### config.mk
export PLATFORM = sky130hd
export DESIGN_NAME = trace_op_dispatcher
export DESIGN_NICKNAME = d
export VERILOG_FILES = /design/src/rtl/trace_pkg.sv /design/src/rtl/trace_op_fifo.sv /design/src/rtl/trace_op_dispatcher.sv
export SDC_FILE = /design/constraint.sdc
export NUM_CORES = 1
export LEC_CHECK = 0
export ABC_AREA = 1
export CAP_MARGIN = 20
export CORE_ASPECT_RATIO = 0.8
export CORE_UTILIZATION = 35
export CTS_CLUSTER_DIAMETER = 60
export CTS_CLUSTER_SIZE = 28
export DETAILED_ROUTE_END_ITERATION = 10
export PLACE_DENSITY = 0.51
export SETUP_SLACK_MARGIN = 0.1
export SLEW_MARGIN = 20
export SYNTH_ARGS = -nofsm -noshare
export SYNTH_HDL_FRONTEND = slang
export SYNTH_SLANG_ARGS = --single-unit
export TNS_END_PERCENT = 30
### constraint.sdc
create_clock -name clk -period 3.6 [get_ports clk]
set_input_delay 0.54 -clock clk [delete_from_list [all_inputs] [get_ports clk]]
set_output_delay 0.54 -clock clk [all_outputs]
set_load 0.005 [all_outputs]
### src/rtl/trace_pkg.sv
// Shared types for the trace-op dispatcher: opcodes, snoop results, FSM states
// and the routing/snoop-result decode helpers.
package trace_pkg;

    typedef enum logic [3:0] {
        OP_L1_RD    = 4'd0,
        OP_L1_WR    = 4'd1,
        OP_L1_FLUSH = 4'd2,
        OP_SNP_RD   = 4'd3,
        OP_SNP_RDX  = 4'd4,
        OP_SNP_UPGR = 4'd5,
        OP_SNP_INV  = 4'd6,
        OP_RSVD     = 4'd7,
        OP_CLEAR    = 4'd8,
        OP_PRINT    = 4'd9
    } trace_op_e;

    typedef enum logic [1:0] {
        SNP_HIT   = 2'b00,
        SNP_HITM  = 2'b01,
        SNP_NOHIT = 2'b10
    } snp_result_e;

    typedef enum logic [1:0] {
        ST_IDLE      = 2'd0,
        ST_DRIVE_L1  = 2'd1,
        ST_DRIVE_SNP = 2'd2
    } state_e;

    typedef enum logic [2:0] {
        RT_L1      = 3'd0,
        RT_SNP     = 3'd1,
        RT_CLEAR   = 3'd2,
        RT_PRINT   = 3'd3,
        RT_ILLEGAL = 3'd4
    } route_e;

    // Destination of a raw 4-bit opcode; anything outside 0-6, 8, 9 is illegal.
    function automatic route_e route_of(input logic [3:0] op);
        route_e rt;
        case (op)
            OP_L1_RD, OP_L1_WR, OP_L1_FLUSH:             rt = RT_L1;
            OP_SNP_RD, OP_SNP_RDX, OP_SNP_UPGR, OP_SNP_INV: rt = RT_SNP;
            OP_CLEAR:                                     rt = RT_CLEAR;
            OP_PRINT:                                     rt = RT_PRINT;
            default:                                      rt = RT_ILLEGAL;
        endcase
        return rt;
    endfunction

    // Snoop outcome derived from the two low address bits.
    function automatic snp_result_e snoop_result_of(input logic [1:0] lsb);
        snp_result_e res;
        case (lsb)
            2'b00:   res = SNP_HIT;
            2'b01:   res = SNP_HITM;
            default: res = SNP_NOHIT;
        endcase
        return res;
    endfunction

endpackage

### src/rtl/trace_op_fifo.sv
// Trace-op input queue: DEPTH entries (power of 2) of WIDTH bits, head visible
// combinationally; push_ready is a flop that mirrors (count < DEPTH).
module trace_op_fifo #(
    parameter int unsigned DEPTH = 8,
    parameter int unsigned WIDTH = 36
) (
    input  logic                   clk,
    input  logic                   reset,
    input  logic                   push,
    input  logic [WIDTH-1:0]       push_data,
    output logic                   push_ready,
    input  logic                   pop,
    output logic [WIDTH-1:0]       head,
    output logic [$clog2(DEPTH):0] count
);

    localparam int unsigned PTR_W = $clog2(DEPTH);
    localparam int unsigned CNT_W = PTR_W + 1;

    logic [WIDTH-1:0] mem_q [DEPTH];
    logic [PTR_W-1:0] wr_ptr_q, wr_ptr_d;
    logic [PTR_W-1:0] rd_ptr_q, rd_ptr_d;
    logic [CNT_W-1:0] count_q, count_d;
    logic             ready_q, ready_d;
    logic             do_push, do_pop;

    // Pointer/occupancy update; ready is based on the registered count only.
    always_comb begin
        do_push  = push && ready_q;
        do_pop   = pop && (count_q != '0);
        wr_ptr_d = wr_ptr_q;
        rd_ptr_d = rd_ptr_q;
        count_d  = count_q;
        if (do_push) begin
            wr_ptr_d = wr_ptr_q + PTR_W'(1);
        end
        if (do_pop) begin
            rd_ptr_d = rd_ptr_q + PTR_W'(1);
        end
        case ({do_push, do_pop})
            2'b10:   count_d = count_q + CNT_W'(1);
            2'b01:   count_d = count_q - CNT_W'(1);
            default: count_d = count_q;
        endcase
        ready_d = (count_d < CNT_W'(DEPTH));
    end

    // Control state registers.
    always_ff @(posedge clk) begin
        if (reset) begin
            wr_ptr_q <= '0;
            rd_ptr_q <= '0;
            count_q  <= '0;
            ready_q  <= 1'b1;
        end else begin
            wr_ptr_q <= wr_ptr_d;
            rd_ptr_q <= rd_ptr_d;
            count_q  <= count_d;
            ready_q  <= ready_d;
        end
    end

    // Storage array; contents need no reset since occupancy gates every read.
    always_ff @(posedge clk) begin
        if (do_push) begin
            mem_q[wr_ptr_q] <= push_data;
        end
    end

    assign head       = mem_q[rd_ptr_q];
    assign count      = count_q;
    assign push_ready = ready_q;

endmodule

### src/rtl/trace_op_dispatcher.sv
// Trace-op dispatcher: queues trace ops and routes them in order to the L1
// channel, the snoop channel, or the clear/print control pulses.
// Optional build macro TRACE_OP_DISPATCHER_STATS_EN enables the dispatch
// counters on stat_l1/stat_snp; without it both ports are tied to 0.
module trace_op_dispatcher
    import trace_pkg::*;
#(
    parameter int unsigned ADDR_W    = 32,
    parameter int unsigned DEPTH     = 8,
    parameter int unsigned SNOOP_LAT = 2
) (
    input  logic                   clk,
    input  logic                   reset,
    input  logic                   in_valid,
    output logic                   in_ready,
    input  logic [3:0]             in_op,
    input  logic [ADDR_W-1:0]      in_addr,
    output logic                   l1_valid,
    input  logic                   l1_ready,
    output logic [3:0]             l1_op,
    output logic [ADDR_W-1:0]      l1_addr,
    output logic                   snp_valid,
    input  logic                   snp_ready,
    output logic [3:0]             snp_op,
    output logic [ADDR_W-1:0]      snp_addr,
    output logic [1:0]             snp_result,
    output logic                   snp_result_valid,
    output logic                   ctl_clear,
    output logic                   ctl_print,
    output logic [$clog2(DEPTH):0] count,
    output logic                   err_illegal,
    output logic [31:0]            stat_l1,
    output logic [31:0]            stat_snp
);

    localparam int unsigned PAY_W = 4 + ADDR_W;

    logic [PAY_W-1:0]  fifo_head;
    logic              fifo_pop;
    logic [3:0]        head_op;
    logic [ADDR_W-1:0] head_addr;

    state_e            state_q, state_d;
    logic              l1_valid_q, l1_valid_d;
    logic [3:0]        l1_op_q, l1_op_d;
    logic [ADDR_W-1:0] l1_addr_q, l1_addr_d;
    logic              snp_valid_q, snp_valid_d;
    logic [3:0]        snp_op_q, snp_op_d;
    logic [ADDR_W-1:0] snp_addr_q, snp_addr_d;
    logic              ctl_clear_q, ctl_clear_d;
    logic              ctl_print_q, ctl_print_d;
    logic              err_illegal_q, err_illegal_d;
    logic              l1_hs, snp_hs;

    logic [SNOOP_LAT-1:0] pipe_vld_q, pipe_vld_d;
    snp_result_e          pipe_res_q [SNOOP_LAT];
    snp_result_e          pipe_res_d [SNOOP_LAT];

    trace_op_fifo #(
        .DEPTH (DEPTH),
        .WIDTH (PAY_W)
    ) u_fifo (
        .clk        (clk),
        .reset      (reset),
        .push       (in_valid),
        .push_data  ({in_op, in_addr}),
        .push_ready (in_ready),
        .pop        (fifo_pop),
        .head       (fifo_head),
        .count      (count)
    );

    assign head_op   = fifo_head[ADDR_W +: 4];
    assign head_addr = fifo_head[ADDR_W-1:0];
    assign l1_hs     = l1_valid_q && l1_ready;
    assign snp_hs    = snp_valid_q && snp_ready;

    // Next-state and output-register logic: pop in IDLE, hold payload until handshake.
    always_comb begin
        state_d       = state_q;
        l1_valid_d    = l1_valid_q;
        l1_op_d       = l1_op_q;
        l1_addr_d     = l1_addr_q;
        snp_valid_d   = snp_valid_q;
        snp_op_d      = snp_op_q;
        snp_addr_d    = snp_addr_q;
        ctl_clear_d   = 1'b0;
        ctl_print_d   = 1'b0;
        err_illegal_d = err_illegal_q;
        fifo_pop      = 1'b0;
        case (state_q)
            ST_IDLE: begin
                if (count != '0) begin
                    fifo_pop = 1'b1;
                    case (route_of(head_op))
                        RT_L1: begin
                            l1_valid_d = 1'b1;
                            l1_op_d    = head_op;
                            l1_addr_d  = head_addr;
                            state_d    = ST_DRIVE_L1;
                        end
                        RT_SNP: begin
                            snp_valid_d = 1'b1;
                            snp_op_d    = head_op;
                            snp_addr_d  = head_addr;
                            state_d     = ST_DRIVE_SNP;
                        end
                        RT_CLEAR: ctl_clear_d   = 1'b1;
                        RT_PRINT: ctl_print_d   = 1'b1;
                        default:  err_illegal_d = 1'b1;
                    endcase
                end
            end
            ST_DRIVE_L1: begin
                if (l1_hs) begin
                    l1_valid_d = 1'b0;
                    state_d    = ST_IDLE;
                end
            end
            ST_DRIVE_SNP: begin
                if (snp_hs) begin
                    snp_valid_d = 1'b0;
                    state_d     = ST_IDLE;
                end
            end
            default: state_d = ST_IDLE;
        endcase
    end

    // FSM state and channel output registers.
    always_ff @(posedge clk) begin
        if (reset) begin
            state_q       <= ST_IDLE;
            l1_valid_q    <= 1'b0;
            l1_op_q       <= '0;
            l1_addr_q     <= '0;
            snp_valid_q   <= 1'b0;
            snp_op_q      <= '0;
            snp_addr_q    <= '0;
            ctl_clear_q   <= 1'b0;
            ctl_print_q   <= 1'b0;
            err_illegal_q <= 1'b0;
        end else begin
            state_q       <= state_d;
            l1_valid_q    <= l1_valid_d;
            l1_op_q       <= l1_op_d;
            l1_addr_q     <= l1_addr_d;
            snp_valid_q   <= snp_valid_d;
            snp_op_q      <= snp_op_d;
            snp_addr_q    <= snp_addr_d;
            ctl_clear_q   <= ctl_clear_d;
            ctl_print_q   <= ctl_print_d;
            err_illegal_q <= err_illegal_d;
        end
    end

    // Snoop result shift pipeline; one stage per cycle of latency so results never collide.
    always_comb begin
        pipe_vld_d    = pipe_vld_q;
        pipe_vld_d[0] = snp_hs;
        pipe_res_d[0] = snp_hs ? snoop_result_of(snp_addr_q[1:0]) : SNP_NOHIT;
        for (int i = 1; i < int'(SNOOP_LAT); i++) begin
            pipe_vld_d[i] = pipe_vld_q[i-1];
            pipe_res_d[i] = pipe_res_q[i-1];
        end
    end

    // Snoop pipeline registers; reset flushes any in-flight result.
    always_ff @(posedge clk) begin
        if (reset) begin
            pipe_vld_q <= '0;
            for (int i = 0; i < int'(SNOOP_LAT); i++) begin
                pipe_res_q[i] <= SNP_NOHIT;
            end
        end else begin
            pipe_vld_q <= pipe_vld_d;
            for (int i = 0; i < int'(SNOOP_LAT); i++) begin
                pipe_res_q[i] <= pipe_res_d[i];
            end
        end
    end

`ifdef TRACE_OP_DISPATCHER_STATS_EN
    logic [31:0] stat_l1_q, stat_l1_d;
    logic [31:0] stat_snp_q, stat_snp_d;

    // Free-running handshake counters, wrapping at 2^32.
    always_comb begin
        stat_l1_d  = stat_l1_q + (l1_hs ? 32'd1 : 32'd0);
        stat_snp_d = stat_snp_q + (snp_hs ? 32'd1 : 32'd0);
    end

    // Counter registers.
    always_ff @(posedge clk) begin
        if (reset) begin
            stat_l1_q  <= '0;
            stat_snp_q <= '0;
        end else begin
            stat_l1_q  <= stat_l1_d;
            stat_snp_q <= stat_snp_d;
        end
    end

    assign stat_l1  = stat_l1_q;
    assign stat_snp = stat_snp_q;
`else
    assign stat_l1  = '0;
    assign stat_snp = '0;
`endif

    assign l1_valid         = l1_valid_q;
    assign l1_op            = l1_op_q;
    assign l1_addr          = l1_addr_q;
    assign snp_valid        = snp_valid_q;
    assign snp_op           = snp_op_q;
    assign snp_addr         = snp_addr_q;
    assign snp_result       = pipe_res_q[SNOOP_LAT-1];
    assign snp_result_valid = pipe_vld_q[SNOOP_LAT-1];
    assign ctl_clear        = ctl_clear_q;
    assign ctl_print        = ctl_print_q;
    assign err_illegal      = err_illegal_q;

endmodule
Word level (Yosys, flattened, before mapping)
Memory sizes are Yosys's and may differ from the RTL's. A register that Yosys moved wholly into a read port is not among the register bits.
Index checks and enable logic that the tools add are counted.
Storage, ports and cells
  RAM bits: 292
  logic and storage cells: 91
  register bits after elaboration: 92
  input port bits: 41
  ROM bits: 48
  memories kept: 3
  output and inout port bits: 149
Memories
  u_fifo.mem_q: words 8, width 36, read ports 1, clocked after Yosys merged registers in 1, wr ports 1, line trace_op_fifo.sv:20  | logic [WIDTH-1:0] mem_q [DEPTH];
  (no name shown): words 16, width 3, read ports 1, clocked after Yosys merged registers in 0, wr ports 0, line trace_pkg.sv:41  | case (op)
  pipe_res_q: words 2, width 2, read ports 2, clocked after Yosys merged registers in 0, wr ports 2, line trace_op_dispatcher.sv:56  | snp_result_e pipe_res_q [SNOOP_LAT];
Operators by class
  reductions and logical operators: 18
  order comparisons: 1
  multiplexer cells: 31
  eq/ne operators: 14
  add/subtract/negate cells: 4
  bitwise gates (word level): 5
Operator list (count)
  two-way mux 1 bit: 15
  two-way mux 2 bit: 6
  two-way mux 3 bit: 4
  AND reduction 4 bit: 3
  AND reduction 3 bit: 3
  case mux 2 bit (2 select lines): 2
  case mux 4 bit (2 select lines): 1
  adder 3 x 1 -> 3 bit, second input constant: 2
  equality test 2 x 1 -> 1 bit, second input constant: 3
  equality test 3 x 2 -> 1 bit, second input constant: 2
  != test 2 bit, second input constant: 3
  case mux 2 bit (3 select lines): 1
  adder 4 x 1 -> 4 bit, second input constant: 1
  equality test 2 bit, second input constant: 2
  logical AND 1 bit: 4
  zero test 2 bit: 2
  < comparator 4 bit, second input constant: 1
  != test 2 x 1 -> 1 bit, second input constant: 2
  case mux 1 bit (2 select lines): 2
  nonzero test 2 bit: 2
  nonzero test 4 bit: 1
  OR reduction 4 bit: 1
  subtractor 4 x 1 -> 4 bit, second input constant: 1
  equality test 3 x 1 -> 1 bit, second input constant: 1
  5 further kinds: 8

Depth between registers and ports, before layout
  depth in word-level cells: 7
  depth in mapped cells: 16
  gate-level depth less buffers: 13

Cells and area by module
Synthesis repeated with hierarchy kept, for this count alone.
Second synthesis, totals
  cells, all modules: 1525
  area, all modules: 15875.2 um2
By module, submodules not included
  trace_op_fifo: instances 1, cells each 981, sequential area each 8928.6 um2, area each 11946.5 um2
  trace_op_dispatcher: instances 1, cells each 544, sequential area each 1701.6 um2, area each 3928.8 um2

Worst setup path after synthesis
OpenSTA, ideal clock, no wires.
  path kind: input -> register
  start: input port in_valid
  end: memory u_fifo.mem_q[0][0], enable pin
  required time: 3.171 ns
  buffers on the path: 0
  arrival time: 2.377 ns
  setup time: 0.429 ns
  cell stages on the path: 4
  setup slack: 0.793 ns
  cell sequence: nand2_1 inv_1 nand2_1 nor2_1
Between the ends
  cells in the longest elaborated chain, start to end: 3
RTL lines
  from (decl): line trace_op_dispatcher.sv:14  | input logic in_valid,
  logical AND 1 bit: line trace_op_fifo.sv:29  | do_push = push && ready_q;
  two-way mux 1 bit: line trace_op_fifo.sv:65  | if (do_push) begin
  two-way mux 1 bit (not written as such): line trace_op_fifo.sv:66  | mem_q[wr_ptr_q] <= push_data;
  to (decl): line trace_op_fifo.sv:20
Every way passes these cells.

==> qor.tcl <==
set qor(layout_min_cycle_time_ns) 2.96
set qor(fin_hold_ws_ns) 0.408
set qor(post_cts_hold_buffer_count) 0
set qor(drcViolationCount) 0
set qor(worst-endpoint-arrival_ns) 3.43
set qor(worst-slew-pin-transition_ns) 0.774
set qor(synthCells) 1432
set qor(capturing_point_of_the_worst_reg2reg_path) {snp_addr[18]}
set qor(critical_path_peak_fanout) 57
set qor(finalInstanceArea_mm2) 0.0183
set qor(r2r_cells) 14
set qor(routed_wl_mm) 38.9
set qor(layout.cells.most_common_list) {sky130_fd_sc_hd__edfxtp_1, sky130_fd_sc_hd__nand2_1, sky130_fd_sc_hd__nor2_1}
set qor(r2r_setup_slk_ns) 0.64
set qor(num_io_pins) 190
set qor(total_leakage_power_nw) 6.65
set qor(final-hold-violation-count) 0
set qor(pin_count_of_the_biggest_net_entering_global_routing) 111
set qor(drt-initial-drc-count) 734
set qor(avgViaCountPerCell) 4.77
set qor(die_height_um) 191
set qor(postSynthRegisterBits) 387
set qor(cts-resized-gates) 0
set qor(ys_seq_area_share_pct) 68.2
set qor(start_kind) {flip-flop}
set qor(io_buffer_count) 125
set qor(first_global_vias) 9966
set qor(finClkSkew_ns) 0.0207
set qor(gp_congestion) 0.773
set qor(multiInputGateArea_mm2) 0.00391
set qor(floorplan.die_area_mm2) 0.0454
set qor(async_reset_ff_share_pct) 0
set qor(synth_edf_count) 288
set qor(storage_cell_area_mm2) 0.0106
set qor(netlist-cell-type-count) 35
set qor(maxCapViolations) 0
set qor(synth.top_cell.area_share_pct) 55.5
set qor(placement_rows) 68
set qor(post_route_cells_drive_above_1_share_pct) 6.69
set qor(slew-limit-headroom_pct) 48.4
set qor(maxClockFrequency_ghz) 0.338
set qor(worstHoldPathType) {flip-flop to flip-flop}
set qor(total_clock_sinks) 387
set qor(worst_setup_path_end_kind) {flip-flop}
set qor(yosysWarnings) 0
set qor(n_fill_cell) 4114
set qor(worst_ir_drop_vdd_mv) 0.427
set qor(total_grt_usage_pct) 17.3
set qor(start_util_pct) 35.8
set qor(antenna_cells) 0
set qor(area_delta_synth_final_pct) 17.7
set qor(power_density_mw_per_mm2) 739
set qor(die-width_um) 238
set qor(most_common_cell_after_layout_fill_and_taps_aside) {sky130_fd_sc_hd__edfxtp_1}
set qor(synthFlopType) {sky130_fd_sc_hd__edfxtp_1}
set qor(dpl-instance-area_mm2) 0.0173
set qor(insertion_delay_ns) 0.58
set qor(criticalPathCategory) {flip-flop to flip-flop}
set qor(hold_path_depth) 2
set qor(core-area_mm2) 0.0435
set qor(synthTopCellsByArea) {sky130_fd_sc_hd__edfxtp_1, sky130_fd_sc_hd__dfxtp_1, sky130_fd_sc_hd__nor2_1}
set qor(finalSetupTns_ns) 0
set qor(final_hpwl_from_detailed_placement_mm) 24.2
set qor(rsz_0062_raised_after_global_routing) {false}
set qor(ctsLongestPathBuffers) 3
set qor(dr.pass1.iters) 5
set qor(nets) 1580
set qor(report.power.total_mw) 13.5
set qor(global_route.overflow_total) 0
set qor(maximum_level_of_the_cts_h_tree) 1
set qor(outcome) {finished, final reports clean}
set qor(drtAntennaViolNets) 0
set qor(grt_pass1_wl_mm) 60.5
set qor(num_cts_buffers) 28
set qor(synth_top_area_cell) {sky130_fd_sc_hd__edfxtp_1}
set qor(critPathRequiredTime_ns) 4.07
set qor(num_vias) 10200
set qor(antenna_violations_before_repair) 1
set qor(report.final.slew_viol_count) 0
set qor(cts_root_buffer) {sky130_fd_sc_hd__clkbuf_16}
set qor(hold_path.startpoint) {pipe_vld_q[0]}
set qor(cts_tree) {yes}
set qor(wl_per_cell_um) 18.1
set qor(holdPathEnd) {pipe_vld_q[1]}
set qor(timing.final.setup_violations) 0
set qor(post_cts_buffers) 0
set qor(postSynthAreaPerCell_um2) 10.9
set qor(syn-cell-area_mm2) 0.0156
set qor(fin_crit_sh_pct) 82.2
set qor(clock_pin_transition_on_the_worst_setup_and_hold_timing_paths_ns) 0.09
[where the power goes]
part           switching, mW  internal [mW]  total [mW]
Sequential             0.281           5.27        5.55
Combinational           2.90           1.50        4.40
Clock                   1.84           1.75        3.59
[cells by family after synthesis]
family	after synthesis	share of synthesized area, %
and+or+nand+nor	488	12.6
DFF	387	68.2
AOI/OAI and AO/OA	281	9.89
buffers and inverters	266	8.56
adders and majority gates	6	0.530
xor gates and xnor gates	3	0.169
other	1	0.0241
[routing by layer]
metal / share of wire [%] / wire length (µm) / global-route usage, % / vias to the layer above
li1: - / - / - / 4953
met1: 47 / 18400 / 24.3 / 5044
met2: 47 / 18200 / 28.5 / 207
met4: 1.9 / 724 / 3.50 / 0
met3: 3.9 / 1530 / 2.40 / 45
met5: 0 / 0 / 0 / -
[layout make-up]
cell class	count	area share, %
clock inverter	22	1.74
inverter	121	2.48
sequential	387	58.0
timing repair buffer	153	8.25
multi-input combinational	842	21.3
clock buffer	30	4.10
tap	595	4.06
[metrics by stage]
stage	setup WS, ns	cells	util, %
2_1_floorplan	0.793	1495	-
3_3_place_gp	0.729	2098	39.7
3_5_place_dp	0.673	2098	39.7
4_1_cts	0.642	2150	42.2
5_1_grt	0.242	2150	42.2
6_report	0.640	2150	42.2
[state kept, by name (all words and copies together) (netlist names), 3 cells and up, named ones only]
register,cells
u_fifo.wr_ptr_q,3
l1_op,4
snp_op,4
u_fifo.rd_ptr_q,3
l1_addr,32
u_fifo.mem_q,288
snp_addr,32
u_fifo.count,4
pipe_res_q,4
[synth_stat cells (all sizes together), types with 2 or more instances]
| master | n |
|---|---|
| o21ai | 169 |
| xnor2 | 2 |
| nor2 | 218 |
| a21oi | 47 |
| nand3 | 27 |
| inv | 120 |
| nand2 | 217 |
| nand4 | 18 |
| o22ai | 36 |
| clkbuf | 43 |
| buf | 102 |
| and2 | 4 |
| ha | 5 |
| dfxtp | 99 |
| o211ai | 14 |
| edfxtp | 288 |
| o221ai | 14 |
[critical path: stages (launching register included)]
cell and delay [ns]:
sky130_fd_sc_hd__dfxtp_4 0.61, sky130_fd_sc_hd__clkinv_2 0.34, sky130_fd_sc_hd__nand2_1 0.14, sky130_fd_sc_hd__nand3_1 0.08
sky130_fd_sc_hd__nand2_1 0.08, sky130_fd_sc_hd__nand2_1 0.06, sky130_fd_sc_hd__nand2_1 0.22, sky130_fd_sc_hd__nand2_2 0.14
sky130_fd_sc_hd__nand2_1 0.10, sky130_fd_sc_hd__nand2_2 0.21, sky130_fd_sc_hd__nand3_2 0.12, sky130_fd_sc_hd__buf_4 0.47
sky130_fd_sc_hd__nand2_1 0.11, sky130_fd_sc_hd__nand2_1 0.09, sky130_fd_sc_hd__nor2_1 0.04
[worst max-delay path by stage]
| stage | from | endpoint | cells past startpoint |
|---|---|---|---|
| after floorplan | in_valid | u_fifo.mem_q[0][0] | 4 |
| after global placement | in_valid | u_fifo.mem_q[6][20] | 6 |
| after detailed placement | flip-flop | snp_addr[18] | 14 |
| after CTS | flip-flop | snp_addr[18] | 14 |
| after global routing | flip-flop | snp_addr[18] | 14 |
| final | flip-flop | snp_addr[18] | 14 |
Power figures use the tool's default switching activity.
